### config.mk
export PLATFORM = sky130hd
export DESIGN_NAME = utim_prescaled_counter
export DESIGN_NICKNAME = d
export VERILOG_FILES = /design/src/rtl/utim_pkg.sv /design/src/rtl/utim_prescaler.sv /design/src/rtl/utim_prescaled_counter.sv
export SDC_FILE = /design/constraint.sdc
export NUM_CORES = 1
export LEC_CHECK = 0
export ABC_AREA = 1
export BUFFER_PORTS_ARGS = -buffer_cell sky130_fd_sc_hd__buf_2
export CORE_UTILIZATION = 50
export DETAILED_ROUTE_END_ITERATION = 10
export GPL_TIMING_DRIVEN = 0
export PLACE_DENSITY = 0.72
export SLEW_MARGIN = 15
export SYNTH_ARGS = -nofsm -noshare
export SYNTH_HDL_FRONTEND = slang
export SYNTH_SLANG_ARGS = --single-unit
### constraint.sdc
create_clock -name iCLOCK -period 2.65 [get_ports iCLOCK]
set_input_delay 0.53 -clock iCLOCK [delete_from_list [all_inputs] [get_ports iCLOCK]]
set_output_delay 0.53 -clock iCLOCK [all_outputs]
set_load 0.01 [all_outputs]
### src/rtl/utim_pkg.sv
// Shared definitions for the prescaled timer block.
// Mode encodings and default build parameters.
package utim_pkg;

    typedef enum logic {
        UTIM_MODE_FREE     = 1'b0,
        UTIM_MODE_PERIODIC = 1'b1
    } utim_mode_e;

    localparam int UTIM_WIDTH_DEF = 64;
    localparam int UTIM_CH_DEF    = 4;
    localparam int UTIM_PRE_W_DEF = 8;
    localparam int UTIM_SEL_W     = 3;

endpackage

### src/rtl/utim_prescaler.sv
// Tick divider: counts 0..divisor while enabled, pulses tick on the last step.
// Held at zero while disabled or when a config write clears it.
module utim_prescaler
    import utim_pkg::*;
#(
    parameter int P_PRE_W = UTIM_PRE_W_DEF
) (
    input  logic               iCLOCK,
    input  logic               inRESET,
    input  logic               clear_i,
    input  logic               enable_i,
    input  logic [P_PRE_W-1:0] divisor_i,
    output logic               tick_o
);

    logic [P_PRE_W-1:0] cnt_q;
    logic [P_PRE_W-1:0] cnt_d;

    assign tick_o = enable_i && (cnt_q == divisor_i);

    always_comb begin
        cnt_d = cnt_q + P_PRE_W'(1);
        if (clear_i || !enable_i || tick_o) begin
            cnt_d = '0;
        end
    end

    always_ff @(posedge iCLOCK or negedge inRESET) begin
        if (!inRESET) begin
            cnt_q <= '0;
        end else begin
            cnt_q <= cnt_d;
        end
    end

endmodule

### src/rtl/utim_prescaled_counter.sv
// Prescaled free-run/periodic counter with per-channel compare and sticky flags.
// Loads are only honoured while stopped; register writes see the pre-edge state.
module utim_prescaled_counter
    import utim_pkg::*;
#(
    parameter int P_WIDTH = UTIM_WIDTH_DEF,
    parameter int P_CH    = UTIM_CH_DEF,
    parameter int P_PRE_W = UTIM_PRE_W_DEF
) (
    input  logic                    iCLOCK,
    input  logic                    inRESET,
    input  logic                    iCONF_WRITE,
    input  logic                    iCONF_ENA,
    input  logic                    iCONF_MODE,
    input  logic [P_PRE_W-1:0]      iCONF_PRESCALE,
    input  logic                    iCOUNT_WRITE,
    input  logic [P_WIDTH/32-1:0]   inCOUNT_DQM,
    input  logic [P_WIDTH-1:0]      iCOUNT_COUNTER,
    input  logic                    iCMP_WRITE,
    input  logic [UTIM_SEL_W-1:0]   iCMP_SEL,
    input  logic                    iCMP_ENA,
    input  logic [P_WIDTH-1:0]      iCMP_VALUE,
    input  logic [P_CH-1:0]         iIRQ_CLEAR,
    output logic                    oWORKING,
    output logic [P_WIDTH-1:0]      oCOUNTER,
    output logic [P_CH-1:0]         oIRQ,
    output logic                    oIRQ_ANY
);

    localparam int LP_WORDS = P_WIDTH / 32;

    logic                           working_q, working_d;
    utim_mode_e                     mode_q, mode_d;
    logic [P_PRE_W-1:0]             prescale_q, prescale_d;
    logic [P_WIDTH-1:0]             counter_q, counter_d;
    logic [P_CH-1:0][P_WIDTH-1:0]   cmp_q, cmp_d;
    logic [P_CH-1:0]                en_q, en_d;
    logic [P_CH-1:0]                irq_q, irq_d;
    logic [P_CH-1:0]                match;
    logic                           tick;

    utim_prescaler #(
        .P_PRE_W   (P_PRE_W)
    ) u_prescaler (
        .iCLOCK    (iCLOCK),
        .inRESET   (inRESET),
        .clear_i   (iCONF_WRITE),
        .enable_i  (working_q),
        .divisor_i (prescale_q),
        .tick_o    (tick)
    );

    always_comb begin
        working_d  = working_q;
        mode_d     = mode_q;
        prescale_d = prescale_q;
        if (iCONF_WRITE) begin
            working_d  = iCONF_ENA;
            mode_d     = utim_mode_e'(iCONF_MODE);
            prescale_d = iCONF_PRESCALE;
        end
    end

    // Load and tick are exclusive: loads need stopped, ticks need running.
    always_comb begin
        counter_d = counter_q;
        if (iCOUNT_WRITE && !working_q) begin
            for (int k = 0; k < LP_WORDS; k++) begin
                if (!inCOUNT_DQM[k]) begin
                    counter_d[32*k +: 32] = iCOUNT_COUNTER[32*k +: 32];
                end
            end
        end else if (tick) begin
            if (mode_q == UTIM_MODE_PERIODIC && counter_q == cmp_q[0]) begin
                counter_d = '0;
            end else begin
                counter_d = counter_q + P_WIDTH'(1);
            end
        end
    end

    always_comb begin
        cmp_d = cmp_q;
        en_d  = en_q;
        match = '0;
        for (int i = 0; i < P_CH; i++) begin
            if (iCMP_WRITE && iCMP_SEL == UTIM_SEL_W'(i)) begin
                cmp_d[i] = iCMP_VALUE;
                en_d[i]  = iCMP_ENA;
            end
            match[i] = tick && en_q[i] && (counter_q == cmp_q[i]);
        end
        irq_d = (irq_q & ~iIRQ_CLEAR) | match;
    end

    always_ff @(posedge iCLOCK or negedge inRESET) begin
        if (!inRESET) begin
            working_q  <= 1'b0;
            mode_q     <= UTIM_MODE_FREE;
            prescale_q <= '0;
            counter_q  <= '0;
            cmp_q      <= '0;
            en_q       <= '0;
            irq_q      <= '0;
        end else begin
            working_q  <= working_d;
            mode_q     <= mode_d;
            prescale_q <= prescale_d;
            counter_q  <= counter_d;
            cmp_q      <= cmp_d;
            en_q       <= en_d;
            irq_q      <= irq_d;
        end
    end

    assign oWORKING = working_q;
    assign oCOUNTER = counter_q;
    assign oIRQ     = irq_q;
    assign oIRQ_ANY = |irq_q;

endmodule

==> results by group <==
Floorplan
  • Die X-Extent: around 200 um
  • # IOs: 223
  • Site row count: 72
  • Starting Density: 0.507
  • Full die area: 0.0399 mm^2
  • Core area: 0.0386 mm^2
  • Die height: 200 um

Power
  • Sw Share: 0.404
  • Sequential Power Share: 0.380
  • Combinational group share of total power: 0.341
  • PwrDens: 871 mW/mm^2
  • Leak: roughly 11 nW
  • Clock network power share: 0.279
  • Switching pwr: between 7 and 8 mW
  • Pint: 11.8 mW
  • Peak supply drop: 0.534 mV

Logic synthesis
  • Asr flop ratio synth: 1.00
  • Sequential area share after synthesis: 0.443
  • Synthesized instance count: 2666
  • Netlist Area Pre-Place: approximately 0.020 mm^2
  • Cell taking the most area after synthesis: dfrtp_1
  • Synth area leaders: dfrtp_1 (44%), nand2_1 (16%), o21ai_0 (8.5%), nor2_1 (5.5%), xor2_1 (4.8%)
  • Top FF cell, synth: dfrtp_1
  • EDFF count, synth: 0
  • Library cells used by synthesis: 42
  • Syn. warnings: 0
  • Syn nets: 2821
  • Syn_area_per_cell: 7.33 um^2
  • Synthesized flop and latch total: 346
  • Post-synth top area share: 0.443

Finish
  • Most common cell after layout, fill and taps aside: nand2_1
  • Share of cells above drive strength 1: 0.133
  • Post-route cell area: 0.0227 mm^2
  • Most frequent cells in the layout: nand2_1 (816), dfrtp_1 (339), o21ai_0 (331), nor2_1 (286), buf_2 (259)
  • Final Util: 0.589
  • Area Growth Syn to Fin: 16.3%
  • Nets@finish: 3092

Route
  • Routed wire length per instance: ~22 um
  • First-pass iteration count of the detailed router: 10
  • Residual DRC: 1
  • ANT nets after route: 0
  • Via density: 5.59
  • Via Count: 19500
  • DRT Wirelength: 76.1 mm
  • Initial DRC Count: 1711

Placed design
  • DP HPWL: 59.1 mm
  • DP Area: 0.0214 mm^2
  • Port Buf Inserts: 222
  • Placer Congestion: 0.990

Global routing
  • Global route overflow: 0
  • Met3 Use GR: 0.0651
  • GR peak layer: met2
  • Largest net degree at the start of global routing: 95
  • M2 GR Usage: 0.611
  • Global-route wire length before repair: ~110 mm
  • Global-route usage over all layers: 0.386
  • GR met1 Demand/Resource: 0.516
  • Initial antenna violation count: 1
  • Vias in the first global route: 18400

Critical path
  • Cell Chain, Critical Path: buf_2, inv_1, nand2_1, nand2_1, nor2_1, nand2_1, nor2_1, nand2_1, nor2_4, nand3_4, buf_6, nand3_1, a21oi_1
  • Slowest cell on crit path: dfrtp_1
  • CP max stage delay: 350 ps
  • Crit start category: flip-flop
  • Arr. time, crit path: 3020 ps
  • Buf/Inv on CP: 3
  • Max FO, Critical Path: 10
  • Delay-heaviest family, CP: simple AND/OR/NAND/NOR gates
  • Crit. path cell count: 13
  • Crit end category: flip-flop
  • Critical Path RT: 3100 ps
  • Crit path top cell by count: nand2_1
  • WS Path Type: reg -> reg
  • Register-to-Register Path Depth: 13

STA
  • Crit path time final: between 2000 and 3000 ps
  • RSZ-0062 raised after global routing: false
  • Setup Viol. Count Final: 0
  • Worst slew pin tran: around 1000 ps
  • Final worst-path cycle share: 0.969
  • Fmax: 389 MHz
  • Slew Viols, Final: 0
  • Final Hold Fails: 0
  • Final setup TNS: 0 ps
  • Max-slew headroom: 0.330
  • Worst Skew: 28.1 ps

Clock network
  • Insertion delay to the later sink of the worst-skew pair: 580 ps
  • CTS max path bufs: 3
  • H-tree lvl count: 2
  • CTS Root Buffer Type: clkbuf_16
  • Clock Sinks: 346
  • Clock transition at the registers of the reported paths: 60 ps
  • CTS tree: done
  • CTS Buf Count: between 40 and 50

Flow run
  • Max cap viols: 0

Outcome
  • Failing checks: DRC
  • Outcome: complete, but fails checks

Hold path
  • Worst hold path type: in -> reg
  • Hold path depth: 2
-- timing repair --
item	in CTS	in global routing
pin swaps	0	1
buffers inserted	0	1
gates resized for setup	2	9
cloned	0	1
hold buffers	1	0
hold endpoints to repair	68	0
setup endpoints to repair	64	65
-- stage by stage --
step | worst slack, ps | total power, mW | hold WS [ps] | instances
3_3_place_gp | -5680 | 14.0 | 469 | 3406
3_5_place_dp | -144 | 14.1 | 475 | 3409
2_1_floorplan | 867 | 11.3 | 234 | 2666
6_report | 81.5 | 19.8 | 141 | 3481
4_1_cts | 24.2 | 19.6 | 125 | 3478
5_1_grt | 23.1 | 20.8 | 151 | 3481
-- worst paths after layout --
path | start | endpoint | slack [ps]
worst max-delay path | oCOUNTER[37] | oCOUNTER[4] | 80
worst min-delay path | iIRQ_CLEAR[0] | oIRQ[0] | 140
worst max register to register | oCOUNTER[37] | oCOUNTER[4] | 80
worst min register to register | cmp_q[165] | cmp_q[165] | 490
max in group asynchronous | inRESET | cmp_q[35] | 710
min in group asynchronous | inRESET | u_prescaler.cnt_q[1] | 520
-- cell families after synthesis --
logic type / Yosys count / share of synthesized area
simple gates: 1300 / 0.271
compound gates: 502 / 0.141
buf+inv: 376 / 0.0804
flops: 346 / 0.443
xor+xnor: 140 / 0.0628
fa+ha+maj: 2 / 0.00128
-- metal layers --
| layer | wire length, um | vias to the layer above |
|---|---|---|
| met2 | 34600 | 866 |
| met1 | 31500 | 9403 |
| li1 | - | 9037 |
| met4 | 3600 | 0 |
| met5 | 0 | - |
| met3 | 6370 | 168 |
-- registers in the layout, summed over array words and instances (netlist names) --
signal,flops
oCOUNTER,64
u_prescaler.cnt_q,8
oIRQ,4
prescale_q,8
oWORKING,1
cmp_q,256
mode_q,1
en_q,4
-- synthesized netlist by cell type (7+ instances only) --
library cell / count
nor2_1: 286
o21ai_0: 331
nor3_1: 9
xnor2_1: 33
dfrtp_1: 346
nand2_1: 816
buf_2: 38
clkbuf_1: 74
nor2_2: 7
a21oi_1: 68
o22ai_1: 21
o2111ai_1: 8
buf_4: 11
inv_1: 229
inv_2: 9
xor2_1: 107
nand4_1: 22
or2_2: 10
a21boi_0: 60
buf_6: 9
nand3_1: 112
nor4_1: 12
-- power groups by stage --
stage               logic [mW]  registers, mW  clock network (mW)
floorplan                 4.07           7.25                   0
global placement          6.47           7.48                   0
global route              7.42           7.60                5.73
CTS                       6.62           7.45                5.55
detailed placement        6.58           7.52                   0
finish                    6.75           7.51                5.53
-- cell type report --
class / count / area (um^2)
Inverter: 238 / 897
Multi-Input combinational cell: 1945 / 9340
Timing Repair Buffer: 227 / 1220
Clock buffer: 58 / 1150
Buffer: 138 / 677
Tap cell: 518 / 648
Sequential cell: 346 / 8670
Fill cell: 3660 / 15800
Antenna cell: 1 / 2.50
Clock inverter: 10 / 115
Power figures use the tool's default switching activity.
